[src/rtl/data_mem_arb_pkg.sv]
// rtl/data_mem_arb_pkg.sv - shared types and constants for the data memory arbiter
package data_mem_arb_pkg;

  typedef enum logic [1:0] {
    IDLE  = 2'd0,
    ISSUE = 2'd1,
    WAIT  = 2'd2,
    DONE  = 2'd3
  } arb_state_t;

  localparam logic OWNER_CPU = 1'b0;
  localparam logic OWNER_DMA = 1'b1;

  localparam int LAT_CNT_W = 4;

endpackage

[src/rtl/rr_arb2.sv]
// rtl/rr_arb2.sv - combinational two-way round-robin grant
module rr_arb2
  import data_mem_arb_pkg::*;
(
  input  logic [1:0] req,
  input  logic       last_owner,
  output logic       gnt_valid,
  output logic       gnt_owner
);

  // req[0] is the CPU and req[1] the DMA, matching the owner encoding
  always_comb begin
    gnt_valid = |req;
    gnt_owner = OWNER_CPU;
    if (req == 2'b11) begin
      gnt_owner = ~last_owner;
    end else if (req[1]) begin
      gnt_owner = OWNER_DMA;
    end
  end

endmodule

[src/rtl/data_mem_arbiter.sv]
// rtl/data_mem_arbiter.sv - shares the single-port data memory between the CPU MEM stage and the DMA loader
module data_mem_arbiter
  import data_mem_arb_pkg::*;
#(
  parameter int ADDR_W  = 16,
  parameter int DATA_W  = 32,
  parameter int MEM_LAT = 2
) (
  input  logic              clk,
  input  logic              rst,

  input  logic              cpu_req,
  input  logic              cpu_we,
  input  logic [ADDR_W-1:0] cpu_addr,
  input  logic [DATA_W-1:0] cpu_wdata,
  output logic [DATA_W-1:0] cpu_rdata,
  output logic              cpu_done,
  output logic              cpu_stall,

  input  logic              dma_req,
  input  logic              dma_we,
  input  logic [ADDR_W-1:0] dma_addr,
  input  logic [DATA_W-1:0] dma_wdata,
  output logic [DATA_W-1:0] dma_rdata,
  output logic              dma_done,

  output logic              mem_en,
  output logic              mem_we,
  output logic [ADDR_W-1:0] mem_addr,
  output logic [DATA_W-1:0] mem_wdata,
  input  logic [DATA_W-1:0] mem_rdata,

  output logic              busy,
  output logic              owner
);

  arb_state_t           state;
  logic                 last_owner;
  logic [LAT_CNT_W-1:0] lat_cnt;
  logic                 gnt_valid;
  logic                 gnt_owner;

  rr_arb2 u_rr_arb2 (
    .req        ({dma_req, cpu_req}),
    .last_owner (last_owner),
    .gnt_valid  (gnt_valid),
    .gnt_owner  (gnt_owner)
  );

  assign cpu_stall = cpu_req & ~cpu_done;

  always_ff @(posedge clk or negedge rst) begin
    if (!rst) begin
      state      <= IDLE;
      last_owner <= OWNER_DMA;
      owner      <= OWNER_CPU;
      lat_cnt    <= '0;
      mem_en     <= 1'b0;
      mem_we     <= 1'b0;
      mem_addr   <= '0;
      mem_wdata  <= '0;
      cpu_done   <= 1'b0;
      dma_done   <= 1'b0;
      cpu_rdata  <= '0;
      dma_rdata  <= '0;
      busy       <= 1'b0;
    end else begin
      mem_en   <= 1'b0;
      cpu_done <= 1'b0;
      dma_done <= 1'b0;

      unique case (state)
        IDLE: begin
          if (gnt_valid) begin
            state      <= ISSUE;
            busy       <= 1'b1;
            mem_en     <= 1'b1;
            owner      <= gnt_owner;
            last_owner <= gnt_owner;
            if (gnt_owner == OWNER_DMA) begin
              mem_we    <= dma_we;
              mem_addr  <= dma_addr;
              mem_wdata <= dma_wdata;
            end else begin
              mem_we    <= cpu_we;
              mem_addr  <= cpu_addr;
              mem_wdata <= cpu_wdata;
            end
          end
        end

        ISSUE: begin
          if (mem_we) begin
            state <= DONE;
            if (owner == OWNER_DMA) dma_done <= 1'b1;
            else                    cpu_done <= 1'b1;
          end else begin
            lat_cnt <= LAT_CNT_W'(MEM_LAT - 1);
            state   <= WAIT;
          end
        end

        // Counter hits zero in the last cycle mem_rdata is guaranteed valid
        WAIT: begin
          if (lat_cnt == '0) begin
            state <= DONE;
            if (owner == OWNER_DMA) begin
              dma_rdata <= mem_rdata;
              dma_done  <= 1'b1;
            end else begin
              cpu_rdata <= mem_rdata;
              cpu_done  <= 1'b1;
            end
          end else begin
            lat_cnt <= lat_cnt - 1'b1;
          end
        end

        // Requester still shows its finished request here, so nothing is granted
        DONE: begin
          state <= IDLE;
          busy  <= 1'b0;
        end

        default: begin
          state <= IDLE;
          busy  <= 1'b0;
        end
      endcase
    end
  end

endmodule

[config.mk]
export PLATFORM = sky130hd
export DESIGN_NAME = data_mem_arbiter
export DESIGN_NICKNAME = d
export VERILOG_FILES = /design/src/rtl/data_mem_arb_pkg.sv /design/src/rtl/rr_arb2.sv /design/src/rtl/data_mem_arbiter.sv
export SDC_FILE = /design/constraint.sdc
export NUM_CORES = 1
export LEC_CHECK = 0
export ABC_AREA = 1
export BUFFER_PORTS_ARGS = -buffer_cell sky130_fd_sc_hd__buf_2
export CAP_MARGIN = 10
export CORE_ASPECT_RATIO = 2
export CORE_UTILIZATION = 30
export CTS_BUF_LIST = sky130_fd_sc_hd__clkbuf_8
export DETAILED_ROUTE_END_ITERATION = 6
export PLACE_DENSITY = 0.65
export SYNTH_ARGS = -nofsm -noshare
export SYNTH_HDL_FRONTEND = slang
export SYNTH_SLANG_ARGS = --single-unit
[constraint.sdc]
create_clock -name clk -period 1.3 [get_ports clk]
set_input_delay 0.065 -clock clk [delete_from_list [all_inputs] [get_ports clk]]
set_output_delay 0.065 -clock clk [all_outputs]
set_load 0.01 [all_outputs]
==> summary.txt, run 1 <==
Setup path
  • Kind of end point of the critical path: register
  • Startpoint kind of the worst setup timing path: register
  • Worst reg2reg startpoint: state[1]$_DFFE_PN0P_
  • Maximum fanout along the worst path: 14
  • Crit path to: mem_wdata[23]$_DFFE_PN0P_
  • Timing startpoint of the critical path: state[1]$_DFFE_PN0P_
  • Critical path data arrival time: 1.82 ns
  • Critical path start-end classification: reg -> reg
  • Path depth of the worst reg2reg path: 7
  • Reg2Reg Capture Point: mem_wdata[23]$_DFFE_PN0P_
  • Required time at the worst-slack endpoint: approximately 1.7 ns
  • Slack of the worst reg-to-reg path: -0.15 ns

Floorplanning
  • Width of the chip: roughly 100 um
  • Area of the core: roughly 0.019 mm^2
  • Row cnt: slightly above 70
  • Vertical extent of the die: between 200 and 250 um
  • DIE AREA: between 0.02 and 0.025 mm^2
  • Count of boundary I/O pins: about 250
  • Starting Density: 30.57%

Clocking
  • Total number of clock tree sinks: 125
  • Clock latency of the later-clocked register in the worst-skew pair: 0.43 ns
  • Number of buffers added by the clock tree synthesis step: 17
  • Clock-pin slew on the worst setup and hold paths: 0.08 ns
  • Total number of H-tree levels: 4
  • Maximum root-to-sink buffer count: 2
  • Cell chosen for the clock root: clkbuf_8
  • TritonCTS clock tree: built

Yosys
  • Area fraction of the dominant cell type after synthesis: approximately 52%
  • Synth Cell Area: 0.005922 mm^2
  • Portion of the post-synthesis area used by sequential elements: between 50% and 60%
  • Top cell type by total area after synthesis: dfrtp_1
  • Synthesized netlist net count: 770
  • Post-Synthesis Cells: 630
  • Synthesis Warnings: 0
  • Count of unique library cells instantiated by Yosys: 20
  • Mean instance size in the synthesized netlist: between 9 and 10 um^2
  • Count of state elements after synthesis: about 130
  • Ranking of synthesized cells by area: dfrtp_1 52%, nand2_1 11%, o21ai_2 9.6%, nand2_2 6.0%, o211ai_1 6.0%

Cells and area
  • Highest-count cells in the layout ignoring fill and taps: 251 x buf_2, 154 x nand2_1, 133 x dlygate4sd3_1, 124 x dfrtp_1, 87 x inv_1
  • Area growth from synthesis to layout: 64.67%
  • Total Nets Final: roughly 1200
  • Fraction of layout cells with a size suffix above 1: between 40% and 50%
  • Fill cell total of the finished layout: 1709
  • Sequential Area: between 0.003 and 0.004 mm^2
  • Non-Filler Instances: between 1000 and 1500
  • Number of diodes: 0
  • Most common library cell in the layout ignoring fill and taps: buf_2
  • Multi-input logic area: 0.002292 mm^2

Timing
  • Time the worst path needs with I/O delays and setup: ~1.4 ns
  • Final setup slack of the worst path: -0.1459 ns
  • Post-Route Skew: between 0.01 and 0.015 ns
  • Unrepaired setup endpoints after global routing: yes
  • Max-slew violation count: 0
  • Number of setup violations in the final report: ~110
  • Post-route fraction of the period consumed by the critical path: 111.2%
  • Number of hold-slack violations in the final timing report: 0
  • Relative slew slack: between 70% and 80%
  • Maximum achievable frequency: around 690 MHz
  • Slew @ Worst Pin: about 0.38 ns

Drt
  • Uppermost routed layer: met4
  • Drt first-iter violations: ~230
  • DRC violation count after routing: 0
  • Routed length on met3: roughly 1100 um
  • Met2 wire len: between 9000 and 10000 um
  • Met1 layer wirelength in the final routing: 6929 um
  • Post-detailed-route count of antenna-violating nets: 0
  • Vias after detailed routing: slightly below 6000
  • Final routed wire length divided by cell count: 14.20 um
  • Total routed wirelength: 18720 um
  • Vias per cell: 4.437
  • Number of iterations in the first detailed-routing pass: 5

GRT
  • Gr ovfl total: 0
  • Via count of the first global-routing pass: just over 6000
  • Overall Global Routing Usage: around a fifth
  • Pin count of the biggest net entering global routing: 67
  • Wire length of the first global-routing pass: between 20000 and 30000 um
  • Initial antenna violation count: 0

Power
  • Sw Ratio: 39.51%
  • Power per unit of standard cell area: approximately 2100 mW/mm^2
  • Worst ir drop on vdd: between 0.0008 and 0.0009 V
  • Sequential share of power: between 30% and 40%
  • Internal Pwr Total: 12.54 mW
  • Share of power burned in the clock network: around 17%
  • Sw power: just over 8 mW
  • Comb pwr share: just under 50%
  • Leak pwr: between 5 and 6 nW

Placement
  • Place WS: -0.1354 ns
  • Count of buffers from port buffering: around 250
  • Cell count after placement: between 1000 and 1500
  • Final GP Congestion: 0.8276
  • Half-perimeter wire length after detailed placement: 11090 um

Min path
  • Worst min-delay path category: in -> reg
  • Cells on Worst Hold Path: 6

Status
  • Run status: finished, violations left
  • Violated checks: negative setup slack

Job
  • # Max-Cap Violations: 0
## logic make-up (layout without fill, tap and decap cells)
| group | count (synthesis) | after routing | synth area share (%) |
|---|---|---|---|
| buffers and inverters | 124 | 553 | 10.35 |
| DFF | 125 | 125 | 52.84 |
| AOI/OAI and AO/OA | 128 | 128 | 16.92 |
| adders and majority gates | 6 | 6 | 1.268 |
| and+or+nand+nor | 247 | 247 | 18.61 |
## through the flow
step | hold slack, ns | TNS (ns) | util, % | total power [mW] | instance area (um^2)
after global routing | 0.1480 | -18.41 | 50.35 | 22.36 | 9752
after CTS | 0.1407 | -9.785 | 49.79 | 20.63 | 9644
after floorplan | -0.2306 | -3.443 | - | 12.55 | 5982
final | 0.1482 | -9.366 | 50.35 | 20.74 | 9752
after detailed placement | 0.06952 | -10.86 | 39.47 | 16.10 | 7645
after global placement | 0.07243 | -6.042 | 39.47 | 15.93 | 7645
## area by class of cell
class                      count  share of cell area (%)
inverter                      92                   3.567
clock buffer                  18                   2.540
timing repair buffer         429                   33.40
multi-input combinational    381                   23.51
clock inverter                14                   1.578
sequential                   125                   32.09
tap                          259                   3.323
## power groups by stage
| stage | logic [mW] | clock network [mW] | registers [mW] |
|---|---|---|---|
| after floorplan | 4.60 | 0 | 7.95 |
| after global placement | 8.80 | 0 | 7.13 |
| after detailed placement | 8.99 | 0 | 7.10 |
| after CTS | 9.92 | 3.61 | 7.10 |
| after global routing | 11.2 | 3.78 | 7.35 |
| final | 10.1 | 3.47 | 7.12 |
## critical path, stage by stage (launching register included)
cell       delay, ns
dfrtp_1         0.40
inv_1           0.11
ha_2            0.21
o21ai_4         0.08
inv_4           0.11
bufbuf_16       0.29
o211ai_1        0.10
nand2_1         0.08
## timing repair
action / in CTS / in global routing
hold buffers: 133 / 0
buffers inserted: 5 / 0
cloned: 5 / 2
gates resized for setup: 20 / 17
pin swaps: 5 / 6
hold endpoints to repair: 240 / 0
setup endpoints to repair: 122 / 125
## routing by layer
layer | vias to the layer above | track usage, %
li1 | 2819 | -
met1 | 2676 | 19.17
met2 | 294 | 33.70
met3 | 59 | 4.875
met4 | 0 | 10.46
met5 | - | 0
## how the worst min path moves through the flow
stage | startpoint | end | slack, ns
CTS | rst | cpu_rdata[16]$_DFFE_PN0P_ | 0.14
global route | rst | cpu_rdata[16]$_DFFE_PN0P_ | 0.15
detailed placement | rst | cpu_rdata[14]$_DFFE_PN0P_ | 0.07
global placement | rst | cpu_rdata[14]$_DFFE_PN0P_ | 0.07
finish | dma_req | busy$_DFFE_PN0P_ | 0.15
floorplan | rst | busy$_DFFE_PN0P_ | -0.23
## flip-flops by register name, summed over array words and instances, names as in the netlist
| name | cells |
|---|---|
| mem_wdata | 32 |
| mem_we | 1 |
| lat_cnt | 4 |
| busy | 1 |
| state | 2 |
| cpu_rdata | 32 |
| owner | 1 |
| mem_addr | 16 |
| dma_rdata | 32 |
| cpu_done | 1 |
| dma_done | 1 |
| last_owner | 1 |
| mem_en | 1 |
## synth_stat cells
master    number
inv_2          5
o21ai_0        5
nand2_2       57
dfstp_2        1
ha_1           6
buf_6         17
buf_2         10
nor2_1        13
or2_2          1
o211ai_1      47
nand2_4        2
nand3_1        6
o21ai_2       65
dfrtp_1      124
clkbuf_1       3
nand2_1      167
nor2_4         1
inv_1         87
o21ai_1       11
buf_4          2
(Power assumes the default switching activity.)
==> run 2, diff against run 1 <==
--- a/config.mk
+++ b/config.mk
@@ -5,14 +5,14 @@
 export SDC_FILE = /design/constraint.sdc
 export NUM_CORES = 1
 export LEC_CHECK = 0
-export ABC_AREA = 1
 export BUFFER_PORTS_ARGS = -buffer_cell sky130_fd_sc_hd__buf_2
 export CAP_MARGIN = 10
 export CORE_ASPECT_RATIO = 2
 export CORE_UTILIZATION = 30
 export CTS_BUF_LIST = sky130_fd_sc_hd__clkbuf_8
 export DETAILED_ROUTE_END_ITERATION = 6
-export PLACE_DENSITY = 0.65
+export HOLD_SLACK_MARGIN = 0.03
+export PLACE_DENSITY = 0.66
 export SYNTH_ARGS = -nofsm -noshare
 export SYNTH_HDL_FRONTEND = slang
 export SYNTH_SLANG_ARGS = --single-unit
==> run 2 against run 1 <==
Compared with the run above: the flow still finishes with violations (negative setup slack); first-iteration DRC count down 58%; largest power group unchanged; area after synthesis shrank 11%; sequential share of layout area is 0.79 points lower; non-clock buffer count increased by 24; critical endpoint is now cpu_rdata[13]$_DFFE_PN0P_; register-to-register slack got worse by 0.53 ns.
==> summary.txt, run 2 <==
Setup path
  • Kind of end point of the critical path: register
  • Sum of buffers and inverters on the critical path: 3 (unchanged)
  • Critical Path Max Stage Delay: 0.39 ns (about the same)
  • Critical-path cell with the highest stage delay: dfrtp_1
  • Kind of cell adding the most delay to the critical path: simple AND/OR/NAND/NOR gates
  • Startpoint kind of the worst setup timing path: register
  • Cells along the critical path: inv_2, ha_4, or3b_4, nor3_4, buf_6, clkbuf_16, mux2_4
  • Critical path data arrival time: 2.28 ns (+0.46 ns)
  • Required time at the worst-slack endpoint: 1.61 ns (-0.06 ns)
  • Critical path start-end classification: reg -> reg
  • Maximum fanout along the worst path: 8 (-6)

Cells and area
  • Number of diodes: 0 (unchanged)
  • Highest-count cells in the layout ignoring fill and taps: 251 x buf_2, 134 x dlygate4sd3_1, 124 x dfrtp_1, 42 x mux2i_1, 40 x mux2_2
  • Fraction of layout cells with a size suffix above 1: 59.00% (+13 points)
  • Area growth from synthesis to layout: 89.67%
  • Total Nets Final: 1005 (-15%)
  • Registers with the most flip-flops: cpu_rdata x32, dma_rdata x32, mem_wdata x32
  • Fill cell total of the finished layout: 1359 (-20%)
  • Most common library cell in the layout ignoring fill and taps: buf_2

Placement
  • Place WS: -0.6662 ns (-0.5309 ns)
  • Final GP Congestion: 0.7943 (-4.0%)
  • Count of buffers from port buffering: 252 (unchanged)
  • Half-perimeter wire length after detailed placement: 10060 um (-9.3%)

Yosys
  • Portion of netlist area occupied by mux cells: 23.19% (+23 points)
  • Post-synthesis compound-gate area fraction: 6.812% (-10 points)
  • Post-synth EDFFs: 0 (unchanged)
  • Synth Cell Area: 0.005271 mm^2 (-11%)
  • Ranking of synthesized cells by area: dfrtp_1 59%, mux2_2 13%, mux2i_1 9.3%, o21ai_0 5.1%, nand2_1 3.7%
  • Mean instance size in the synthesized netlist: 12.67 um^2 (+35%)
  • Post-Synthesis Cells: 416 (-34%)
  • Synth Flop Type: dfrtp_1
  • Synthesized netlist net count: 556 (-28%)
  • Count of state elements after synthesis: 125 (unchanged)
  • Top cells by count, synth: 124 x dfrtp_1, 62 x mux2_2, 54 x o21ai_0
  • Synthesis Warnings: 0 (unchanged)
  • Top cell type by total area after synthesis: dfrtp_1
  • Combinational family with the most area after synthesis: multiplexers
  • Share of synthesized flip-flops with an asynchronous set or reset: 100.0% (unchanged)
  • Leading cell type by number of instances after synthesis: dfrtp_1
  • Simple-gate share of the synthesized area: 6.290% (-12 points)
  • Count of unique library cells instantiated by Yosys: 37 (+85%)
  • Portion of the post-synthesis area used by sequential elements: 59.36% (+6.5 points)
  • Post-Synth XOR/XNOR Area: 0% (unchanged)
  • Adder-cell area share of the yosys netlist: 1.424% (+0.16 points)
  • Area fraction of the dominant cell type after synthesis: 58.87% (+6.5 points)

Clocking
  • Number of buffers added by the clock tree synthesis step: 17 (unchanged)
  • TritonCTS clock tree: built
  • Total number of clock tree sinks: 125 (unchanged)
  • Maximum root-to-sink buffer count: 2 (unchanged)
  • Clock latency of the later-clocked register in the worst-skew pair: 0.43 ns (about the same)
  • Clock-pin slew on the worst setup and hold paths: 0.07 ns (about the same)
  • Cell chosen for the clock root: clkbuf_8
  • Total number of H-tree levels: 4 (unchanged)

Power
  • Worst ir drop on vdd: 0.001039 V (+18%)
  • Comb pwr share: 51.5% (+2.6 points)
  • Sw power: 7.916 mW (-3.4%)
  • Power per unit of standard cell area: 2127 mW/mm^2 (about the same)
  • Leak pwr: 4.993 nW (-4.4%)
  • Sw Ratio: 37.22% (-2.3 points)
  • Sequential share of power: 33.1% (-1.2 points)
  • Internal Pwr Total: 13.35 mW (+6.5%)
  • Share of power burned in the clock network: 15.3% (-1.4 points)

Timing
  • Setup total negative slack: -47.44 ns (-38.08 ns)
  • Max-slew violation count: 0 (unchanged)
  • Number of hold-slack violations in the final timing report: 0 (unchanged)
  • Post-Route Skew: 0.01655 ns (+0.004328 ns)
  • Number of setup violations in the final report: 122 (+8.0%)
  • Relative slew slack: 63.80% (-11 points)
  • Unrepaired setup endpoints after global routing: yes
  • Final setup slack of the worst path: -0.6737 ns (-0.5277 ns)
  • Maximum achievable frequency: 506.7 MHz (-27%)
  • Time the worst path needs with I/O delays and setup: 1.974 ns (+0.5277 ns)
  • Post-route fraction of the period consumed by the critical path: 151.8% (+41 points)
  • Slew @ Worst Pin: 0.5412 ns (+0.1627 ns)

Drt
  • Final routed wire length divided by cell count: 17.67 um (+24%)
  • Drt first-iter violations: 96 (-58%)
  • Vias after detailed routing: 5142 (-12%)
  • Total routed wirelength: 19220 um (+2.7%)
  • Vias per cell: 4.726 (+6.5%)
  • DRC violation count after routing: 0 (unchanged)
  • Post-detailed-route count of antenna-violating nets: 0 (unchanged)
  • Number of iterations in the first detailed-routing pass: 4 (-1)

Floorplanning
  • Count of boundary I/O pins: 253 (unchanged)
  • Starting Density: 30.67% (+0.096 points)
  • Row cnt: 68 (-5.6%)
  • Area of the core: 0.01719 mm^2 (-11%)
  • Vertical extent of the die: 189.5 um (-5.6%)
  • Width of the chip: 95.73 um (-5.5%)
  • DIE AREA: 0.01814 mm^2 (-11%)

Job
  • # Max-Cap Violations: 0 (unchanged)

Status
  • Violated checks: negative setup slack
  • Run status: finished, violations left

GRT
  • Via count of the first global-routing pass: 5505 (-10%)
  • Overall Global Routing Usage: 21.24% (+2.5 points)
  • Initial antenna violation count: 0 (unchanged)
  • Gr ovfl total: 0 (unchanged)
  • Wire length of the first global-routing pass: 28500 um (-3.7%)
  • Pin count of the biggest net entering global routing: 61 (-9.0%)

Min path
  • Worst min-delay path category: in -> reg
-- run 2: layer usage --
metal	wire length [um]	global-route usage, %	share of wire (%)	up-vias
met4	488	9.013	2.5	0
met5	0	0	0	-
met3	1137	4.980	5.9	37
met2	10750	40.14	56	221
li1	-	-	-	2375
met1	6847	21.28	36	2509
-- run 2: cell type report --
| type | instances | area (um^2) | share of cell area (%) |
|---|---|---|---|
| clock buffer | 19 | 261.5 | 2.615 |
| sequential | 125 | 3129 | 31.30 |
| timing repair buffer | 453 | 3562 | 35.63 |
| tap | 210 | 262.8 | 2.628 |
| multi-input combinational | 259 | 2628 | 26.28 |
| clock inverter | 13 | 116.4 | 1.164 |
| inverter | 9 | 38.79 | 0.3879 |
-- run 2: stage by stage --
step | cells | hold WS (ns) | area [um^2] | total power, mW | utilization [%]
6_report | 1088 | 0.1582 | 9998 | 21.27 | 58.18
5_1_grt | 1088 | 0.1559 | 9998 | 22.66 | 58.18
4_1_cts | 1090 | 0.1239 | 9708 | 20.43 | 56.49
3_5_place_dp | 887 | -0.05949 | 7039 | 14.16 | 40.96
2_1_floorplan | 416 | -0.2306 | 5404 | 10.87 | -
3_3_place_gp | 887 | -0.06238 | 7039 | 13.96 | 40.96
-- run 2: what timing repair did --
action,4_1_cts,5_1_grt
buffers inserted,22,5
pin swaps,47,23
resized for setup,152,104
gates cloned,16,2
hold buffers,134,0
endpoints found under the hold margin,239,0
endpoints found under the setup margin,124,124
-- run 2: final timing paths --
| path | end | depth (start not counted) | from | slack [ns] |
|---|---|---|---|---|
| setup / recovery | cpu_rdata[13]$_DFFE_PN0P_ | 7 | lat_cnt[0]$_DFFE_PN0P_ | -0.67 |
| hold / removal | owner$_DFFE_PN0P_ | 4 | dma_req | 0.16 |
| setup reg to reg | cpu_rdata[13]$_DFFE_PN0P_ | 7 | lat_cnt[0]$_DFFE_PN0P_ | -0.67 |
| hold reg to reg | mem_wdata[31]$_DFFE_PN0P_ | 2 | mem_wdata[31]$_DFFE_PN0P_ | 0.48 |
| max in group asynchronous | cpu_rdata[13]$_DFFE_PN0P_ | 3 | rst | 0.16 |
| min in group asynchronous | cpu_rdata[14]$_DFFE_PN0P_ | 3 | rst | 0.18 |
-- run 2: logic make-up (layout without fill, tap and decap cells) --
| kind of cell | count (synthesis) | count (layout) |
|---|---|---|
| buf+inv | 33 | 494 |
| mux | 114 | 114 |
| flops | 125 | 125 |
| fa+ha+maj | 6 | 6 |
| simple gates | 72 | 72 |
| compound gates | 66 | 67 |
-- run 2: worst reg2reg max path, delay by kind of cell, from the launching register on --
kind	cells	cell delay (ns)
fa+ha+maj	1	0.13
mux	1	0.30
buf+inv	3	0.42
simple gates	2	0.62
flops	1	0.39
-- run 2: power by group through the flow --
stage                     sequential (mW)  clock (mW)  combinational (mW)
final                                7.05        3.26                11.0
after floorplan                      7.68           0                3.18
after detailed placement             6.80           0                7.36
after CTS                            6.83        3.38                10.2
after global routing                 7.31        3.53                11.8
after global placement               6.76           0                7.20
